<file path="config.mk">
export PLATFORM = sky130hd
export DESIGN_NAME = frame_serializer
export DESIGN_NICKNAME = d
export VERILOG_FILES = /design/src/rtl/bnn_pkg.sv /design/src/rtl/nested_counter.sv /design/src/rtl/frame_serializer.sv
export SDC_FILE = /design/constraint.sdc
export NUM_CORES = 2
export LEC_CHECK = 0
export ABC_AREA = 1
export CAP_MARGIN = 20
export CORE_AREA = 2 2 338 340
export DETAILED_ROUTE_END_ITERATION = 10
export DIE_AREA = 0 0 340 342
export SLEW_MARGIN = 20
export SYNTH_ARGS = -nofsm -noshare
export SYNTH_HDL_FRONTEND = slang
export SYNTH_SLANG_ARGS = --single-unit
</file>
<file path="constraint.sdc">
create_clock -name clk -period 2.05 [get_ports clk]
set_input_delay 0.41 -clock clk [delete_from_list [all_inputs] [get_ports clk]]
set_output_delay 0.41 -clock clk [all_outputs]
set_load 0.03 [all_outputs]
</file>
<file path="src/rtl/bnn_pkg.sv">
// Shared geometry and types for the serial pixel/weight load path.
// The frame and kernel typedefs are also used by the loader on the receive side.
package bnn_pkg;

    localparam int ROWS   = 28;
    localparam int COLS   = 28;
    localparam int N_FILT = 8;
    localparam int K      = 3;
    localparam int NPIX   = ROWS * COLS;
    localparam int NW     = N_FILT * K * K;

    localparam int R_W = $clog2(ROWS);
    localparam int C_W = $clog2(COLS);
    localparam int L_W = $clog2(N_FILT);
    localparam int T_W = $clog2(K);
    localparam int B_W = $clog2(K);

    function automatic int max_w(input int a, input int b);
        return (a > b) ? a : b;
    endfunction

    // Digit storage width inside each nested counter
    localparam int PIX_DW = max_w(R_W, C_W);
    localparam int W_DW   = max_w(L_W, max_w(T_W, B_W));

    // pixels[r][c]; c is the fast (LSB) axis
    typedef logic [ROWS-1:0][COLS-1:0] pixel_frame_t;
    // weights[l][t][b]; b is the fast (LSB) axis
    typedef logic [N_FILT-1:0][K-1:0][K-1:0] weight_set_t;

    typedef enum logic [1:0] {
        IDLE  = 2'd0,
        SHIFT = 2'd1,
        DONE  = 2'd2
    } ser_state_t;

endpackage

</file>
<file path="src/rtl/nested_counter.sv">
// Multi-digit up-counter. Digit 0 is the fastest; each digit rolls over at its
// own LIMIT and carries into the next. With SATURATE set the whole counter
// stops once every digit sits at its limit instead of wrapping to zero.
module nested_counter #(
    parameter int                       NDIG     = 2,
    parameter int                       W        = 4,
    parameter logic [NDIG-1:0][W-1:0]   LIMIT    = '0,
    parameter bit                       SATURATE = 1'b0
) (
    input  logic                     clk,
    input  logic                     reset_n,
    input  logic                     clr,
    input  logic                     adv,
    output logic [NDIG-1:0][W-1:0]   count,
    output logic                     terminal
);

    logic [NDIG-1:0]          at_max;
    logic [NDIG-1:0]          inc;
    logic [NDIG-1:0][W-1:0]   count_next;

    for (genvar d = 0; d < NDIG; d++) begin : g_dig
        assign at_max[d] = (count[d] == LIMIT[d]);
        if (d == 0) begin : g_lsd
            assign inc[d] = 1'b1;
        end else begin : g_upper
            // a digit steps only when every faster digit is rolling over
            assign inc[d] = &at_max[d-1:0];
        end
        assign count_next[d] = !inc[d]   ? count[d] :
                               at_max[d] ? '0       : count[d] + 1'b1;
    end

    assign terminal = &at_max;

    // Advance, clear or hold the digit vector
    always_ff @(posedge clk) begin
        if (!reset_n) begin
            count <= '0;
        end else if (clr) begin
            count <= '0;
        end else if (adv && !(SATURATE && terminal)) begin
            count <= count_next;
        end
    end

endmodule

</file>
<file path="src/rtl/frame_serializer.sv">
// Bit-serial transmitter for one image plus its kernel set. Pixels leave in
// row-major order on dout_p; weights leave b-fastest, then t, then l, on
// dout_w alongside the first NW pixel bits. Both streams share en_wr.
//
//  state | meaning
//  ------+--------------------------------------------------------------
//  IDLE  | ready, outputs quiet, waiting for start
//  SHIFT | presenting one bit per un-held cycle from the snapshots
//  DONE  | one-cycle done pulse; start here chains straight into SHIFT
module frame_serializer
    import bnn_pkg::*;
(
    input  logic         clk,
    input  logic         reset_n,
    input  logic         start,
    input  logic         hold,
    input  pixel_frame_t pixels_in,
    input  weight_set_t  weights_in,
    output logic         ready,
    output logic         en_wr,
    output logic         dout_p,
    output logic         dout_w,
    output logic         done
);

    ser_state_t                state;
    pixel_frame_t              snap_p;
    weight_set_t               snap_w;
    logic                      pix_last;
    logic                      w_last;

    logic [1:0][PIX_DW-1:0]    pix_cnt;
    logic                      pix_term;
    logic [2:0][W_DW-1:0]      w_cnt;
    logic                      w_term;

    logic [R_W-1:0]            row;
    logic [C_W-1:0]            col;
    logic [L_W-1:0]            lvl;
    logic [T_W-1:0]            trit;
    logic [B_W-1:0]            bit_i;

    logic                      start_ok;
    logic                      shift_bit;
    logic                      unused_cnt_bits;

    assign start_ok  = start && (state != SHIFT);
    // pix_last means bit NPIX-1 is already out; the next edge only closes the frame
    assign shift_bit = (state == SHIFT) && !hold && !pix_last;

    nested_counter #(
        .NDIG     (2),
        .W        (PIX_DW),
        .LIMIT    ({PIX_DW'(ROWS-1), PIX_DW'(COLS-1)}),
        .SATURATE (1'b0)
    ) u_pix_cnt (
        .clk      (clk),
        .reset_n  (reset_n),
        .clr      (start_ok),
        .adv      (shift_bit),
        .count    (pix_cnt),
        .terminal (pix_term)
    );

    nested_counter #(
        .NDIG     (3),
        .W        (W_DW),
        .LIMIT    ({W_DW'(N_FILT-1), W_DW'(K-1), W_DW'(K-1)}),
        .SATURATE (1'b1)
    ) u_w_cnt (
        .clk      (clk),
        .reset_n  (reset_n),
        .clr      (start_ok),
        .adv      (shift_bit && !w_last),
        .count    (w_cnt),
        .terminal (w_term)
    );

    assign row   = pix_cnt[1][R_W-1:0];
    assign col   = pix_cnt[0][C_W-1:0];
    assign lvl   = w_cnt[2][L_W-1:0];
    assign trit  = w_cnt[1][T_W-1:0];
    assign bit_i = w_cnt[0][B_W-1:0];

    // Digits never exceed their limits, so the storage bits above each index are always zero
    assign unused_cnt_bits = ^{pix_cnt, w_cnt};

    // Sequencer: snapshot capture, bit presentation, done pulse
    always_ff @(posedge clk) begin
        if (!reset_n) begin
            state    <= IDLE;
            snap_p   <= '0;
            snap_w   <= '0;
            pix_last <= 1'b0;
            w_last   <= 1'b0;
            ready    <= 1'b1;
            en_wr    <= 1'b0;
            dout_p   <= 1'b0;
            dout_w   <= 1'b0;
            done     <= 1'b0;
        end else begin
            case (state)
                IDLE, DONE: begin
                    en_wr    <= 1'b0;
                    dout_p   <= 1'b0;
                    dout_w   <= 1'b0;
                    done     <= 1'b0;
                    pix_last <= 1'b0;
                    w_last   <= 1'b0;
                    if (start_ok) begin
                        snap_p <= pixels_in;
                        snap_w <= weights_in;
                        state  <= SHIFT;
                        ready  <= 1'b0;
                    end else begin
                        state  <= IDLE;
                        ready  <= 1'b1;
                    end
                end
                SHIFT: begin
                    if (pix_last) begin
                        state  <= DONE;
                        done   <= 1'b1;
                        ready  <= 1'b1;
                        en_wr  <= 1'b0;
                        dout_p <= 1'b0;
                        dout_w <= 1'b0;
                    end else if (hold) begin
                        en_wr  <= 1'b0;
                    end else begin
                        en_wr  <= 1'b1;
                        dout_p <= snap_p[row][col];
                        dout_w <= w_last ? 1'b0 : snap_w[lvl][trit][bit_i];
                        if (pix_term) pix_last <= 1'b1;
                        if (w_term)   w_last   <= 1'b1;
                    end
                end
                default: begin
                    state <= IDLE;
                    ready <= 1'b1;
                end
            endcase
        end
    end

endmodule

</file>
==> Yosys cells after proc, flatten, opt, wreduce, memory -nomap -nowiden <==
Cells that the tools add are included.
W data, S select, Z words.
{ "totals": {"ff_bits": 884, "output_inout_bits": 5, "elab_cells": 151} }
{ "classes": {"n_addsub": 5, "order_cmp": 5, "eq_ne": 13, "mux": 40, "n_bitwise": 1, "reduce_logical": 22} }
{ "ops": {"columns": ["operator", "count"], "rows": [
  ["$bmux W28 S5", 1],
  ["$mux W28", 1],
  ["$bmux W9 S3", 1],
  ["$mux W1", 18],
  ["$pmux W1 S2", 7],
  ["$lt A5 B6 Y1 const B", 2],
  ["$mux W3", 4],
  ["$reduce_and A2 Y1", 6],
  ["$add A5 B1 Y5 const B", 2],
  ["$eq A5 B5 Y1 const B", 2],
  ["$mux W5", 2],
  ["$add A3 B1 Y3 const B", 3],
  ["$mux W9", 1],
  ["$bmux W3 S2", 1],
  ["$eq A3 B2 Y1 const B", 2],
  ["$lt A2 B3 Y1 const B", 2],
  ["$ne A2 B2 Y1 const B", 3],
  ["$reduce_and A3 Y1", 2],
  ["$bmux W1 S5", 1],
  ["$logic_and A1 B1 Y1", 5],
  ["$logic_not A1 Y1", 4],
  ["$lt A3 B4 Y1 const B", 1],
  ["$ne A2 B1 Y1 const B", 2],
  ["$pmux W2 S2", 1],
  ["11 further kinds", 12]
]} }

==> Logic depth before layout (Yosys ltp) <==
{ "depth": {"depth_word": 10, "mapped_depth": 20} }

==> By module <==
Synthesis repeated with hierarchy kept, for this count alone.
{ "unflattened": {"cells_unflattened": 5790, "area_unflattened_um2": 40003.4} }
{ "by_module_without_submodules": {"columns": ["mod", "instances", "cells_per_inst", "area_per_inst_um2", "seq_area_each_um2"], "rows": [
  ["frame_serializer", 1, 5631, 38933.6, 17316.6],
  ["nested_counter at u_pix_cnt", 1, 81, 566.8, 200.2],
  ["nested_counter at u_w_cnt", 1, 78, 503.0, 180.2]
]} }

==> Worst setup path after synthesis <==
Ideal clock, no wire load.
{ "synth_timing": {"kind": "reg2reg", "from": "reg u_pix_cnt.count[5] (netlist bit)", "to": "reg dout_p", "setup_time_ps": 120, "arrival_ps": 1642, "slack_ps": 288, "path_stages_with_launch": 19, "path_buffers": 3, "period_less_slack_ps": 1762, "path_cell_list": "dfxtp_1 -> buf_6 -> inv_4 -> buf_8 -> buf_4 -> nand2_1 -> nand3_1 -> nand3_1 -> nand2_1 -> a21oi_1 -> nand2_1 -> nand3_1 -> nand3_1 -> nand3_1 -> nand2_1 -> nor2_1 -> nand2_1 -> nand3_1 -> a21oi_1"} }
{ "synth_via": {"elab_chain_len": 7} }
{ "synth_rtl": {"columns": ["item", "line_no", "rtl"], "rows": [
  ["start: declaration", "nested_counter.sv:14", "output logic [NDIG-1:0][W-1:0] count,"],
  ["start signal: assignment", "nested_counter.sv:43", "count <= count_next;"],
  ["$bmux W28 S5", "frame_serializer.sv:132", "dout_p <= snap_p[row][col];"],
  ["$mux W28 (implied by the code)", "frame_serializer.sv:132", null],
  ["$bmux W1 S5", "frame_serializer.sv:132", null],
  ["$mux W1 (implied by the code)", "frame_serializer.sv:132", null],
  ["$mux W1", "frame_serializer.sv:128", "end else if (hold) begin"],
  ["$mux W1", "frame_serializer.sv:121", "if (pix_last) begin"],
  ["$pmux W1 S2", "frame_serializer.sv:102", "case (state)"],
  ["end signal: assignment", "frame_serializer.sv:132", null],
  ["end: declaration", "frame_serializer.sv:21", "output logic dout_p,"]
]} }
Every way passes these cells. The select of a mux whose other input is x is not followed.
A chain may end at the register's enable or synchronous reset.

==> Worst setup path after layout <==
Same ends and word-level chain as after synthesis.

==> summary.txt <==
Synth Cell Area: 39600 um^2
Dpl ws: -539 ps
IO Pins: 865
Combinational fraction of design power: 16.1%
Avg WL per Cell: 21.8 um
Fmax: 419 MHz
Vias after detailed routing: 42000
CP required: 2630 ps
Leak: 22.5 nW
GRT Util Overall: 29.4%
Worst vdd ir: 700 uV
Drt via density: 5.12
DIE HEIGHT: 342 um
Total grt overflow: 0
Worst setup EP type: flip-flop
Cts bufs inserted: 99
Pwr/cell area: 815 nW/um^2
Vias in the first global route: 39500
Worst slew margin: 57.9%
Synth Area in Compound Gates: 27.8%
Sequential share of power: 42.5%
Sw Ratio: 27.2%
Top post-synthesis cells by area: dfxtp_1 45%, a21oi_1 13%, o21ai_0 13%
Starting Density: 35.0%
Worst clock skew: 15.5 ps
1st-iter DRT viols: 3714
Final Cell Area: 56600 um^2
Final min period: 2390 ps
Layout cells sized above 1: 10.7%
Dpl cell area: 52200 um^2
Total die area: 116000 um^2
Sequential area share after synthesis: 44.7%
Fin nets: 7444
Max_cap viols: 0
Clock Tree Buf Depth: 3
Final core utilization: 50.1%
Number of fill cells: 11000
Final Non-Filler Cells: 8210
HP Class: primary input to flip-flop
Share of the synthesized area in the top cell type: 44.7%
Total Routed Length: 179 mm
Number of nets with antenna violations after routing: 0
Yosys cell types: 30
DRT Pass-1 Iters: 6
First-pass GRT wire length: 256 mm
Post-Syn Area per Cell: 7.01 um^2
Cell-internal power: 33.6 mW
Synth Net Count: 6517
Setup violations, final: 1
Pin count of the biggest net entering global routing: 127
Slew @ Worst Pin: 630 ps
Hold slack: 94.9 ps
DR DRC count: 0
Clock network power share: 41.4%
TritonCTS Sinks: 884
Simple-Gate Fraction of Synth Area: 13.2%
Outcome: finished, violations left
Mux share of post-synthesis cell area: 0%
Hold Violations, Final: 0
CTS tree: built
Combinational family with the most area after synthesis: compound AO/OA/AOI/OAI gates
Count of input and output buffers: 864
Initial antenna violation count: 36
Adder-Cell Fraction of Synth Area: 0.126%
Worst-Skew Late Latency: 700 ps
Number of synthesized register bits: 884
CTS H-tree depth: 3
Post-route setup slack: -339 ps
Core area: 113000 um^2
Final period util: 117%
XOR/XNOR Fraction of Synth Area: 0.0884%
GPL Wtd Cong: 0.966
CP max FO: 37
Post-Place Cells: 7976
Syn-to-layout area delta: 42.9%
Fin Setup TNS: -339 ps
Overall power: 46.1 mW
Switching power total: 12.5 mW
RSZ-0062 raised after global routing: true
Failing checks: negative setup slack
Cell accounting for the most synthesized area: dfxtp_1
Kind of critical path: flip-flop to flip-flop
Crit path launch type: flip-flop
Rows: 124
Clock slew at reported path FFs: 60 ps
Hpwl dp: 139 mm
Max Slew Vio Count: 0
Cell count after synthesis: 5653
Syn. warnings: 0
CTS Root Cell: clkbuf_16
Crit path DAT: 2970 ps
Width of the die: 340 um
worst paths after layout:
path	startpoint	to	slack, ps	cells after the start
hold / removal	reset_n	snap_p[391]$_SDFFE_PN0P_	90	3
setup / recovery	u_pix_cnt.count[5]$_SDFFE_PP0P_	dout_p$_SDFFE_PN0P_	-340	17
hold reg to reg	snap_p[415]$_SDFFE_PN0P_	snap_p[415]$_SDFFE_PN0P_	440	2
setup reg to reg	u_pix_cnt.count[5]$_SDFFE_PP0P_	dout_p$_SDFFE_PN0P_	-340	17
critical path, cell delays in order, from the launching register on:
cell     delay (ps)
dfxtp_4         380
buf_12          140
inv_16          110
buf_16          220
buf_4           200
nand2_1          70
nand3_1          80
nand3_1         190
nand3_1         170
nand2_1          60
nand3_1          80
nand3_1          70
nand3_1         130
nand2_1          70
nand2_1          60
nand2_1          70
nand3_2          80
a21oi_2          50
registers in the layout, indices dropped and copies added, names as in the netlist:
register / cells
ready: 1
u_w_cnt.count: 9
state: 2
en_wr: 1
dout_w: 1
done: 1
snap_w: 72
snap_p: 784
w_last: 1
u_pix_cnt.count: 10
dout_p: 1
pix_last: 1
power by group through the flow:
stage	clock, mW	combinational, mW	sequential, mW
after floorplan	0	3.51	19.7
after global placement	0	7.24	19.9
after detailed placement	0	7.30	20.0
after CTS	19.3	7.38	19.6
after global routing	20.0	8.11	19.8
final	19.1	7.43	19.6
cells in the final DEF (no fill, tap or decap), drive strengths merged, types with 7 or more instances in the layout:
cell / Yosys / layout
clkinvlp: 0 / 7
dfxtp: 884 / 884
a21oi: 1026 / 1026
clkinv: 3 / 27
clkdlybuf4s50: 0 / 858
o211ai: 103 / 103
nand2: 690 / 690
inv: 920 / 927
bufinv: 0 / 11
diode: 0 / 34
nor2: 60 / 60
clkbuf: 282 / 139
buf: 183 / 421
o21ai: 1013 / 1013
nand3: 470 / 470
logic make-up after synthesis:
logic type / after synthesis
compound gates: 2145
simple gates: 1228
flops: 884
buf+inv: 1388
xor+xnor: 4
fa+ha+maj: 4
Yosys cell counts:
master    number
nor3_1         4
o21ai_0      990
buf_1         31
a21oi_2        2
o22ai_1        1
dfxtp_1      884
clkinv_1       3
inv_4          1
nor4_1         1
inv_1        912
clkbuf_1     282
buf_2        103
a21oi_1     1024
xor2_1         4
nor3b_1        1
nand3_1      470
nand2_1      689
nand4_1        2
ha_1           4
nor2_2         3
o221a_2        1
a311oi_1       1
o211ai_1     103
inv_2          7
buf_4         27
buf_8          1
buf_6         21
nor2_1        57
o21ai_1       23
nand2_2        1
area by class of cell:
type                    instances  area, um^2  area share [%]
flip-flops and latches        884       17700            31.3
diodes                         34        85.1           0.150
inverters                     923        3490            6.16
clock inverters                49         584            1.03
well taps                    1512        1890            3.34
clock buffers                 136        2910            5.14
repair buffers               1291       13200            23.3
multi-input cells            3381       16800            29.6
routing by layer:
metal  global-route usage [%]  part of all wire [%]
met1                     37.1                    41
met2                     48.8                    47
met3                     4.54                   6.8
met4                     14.9                   5.0
met5                        0                 0.070
what timing repair did:
item,4_1_cts,5_1_grt
hold buffers,0,0
resized for setup,108,30
setup endpoints to repair,11,22
buffers inserted,7,0
cloned,5,4
pin swaps,17,6
Power figures use the tool's default switching activity.
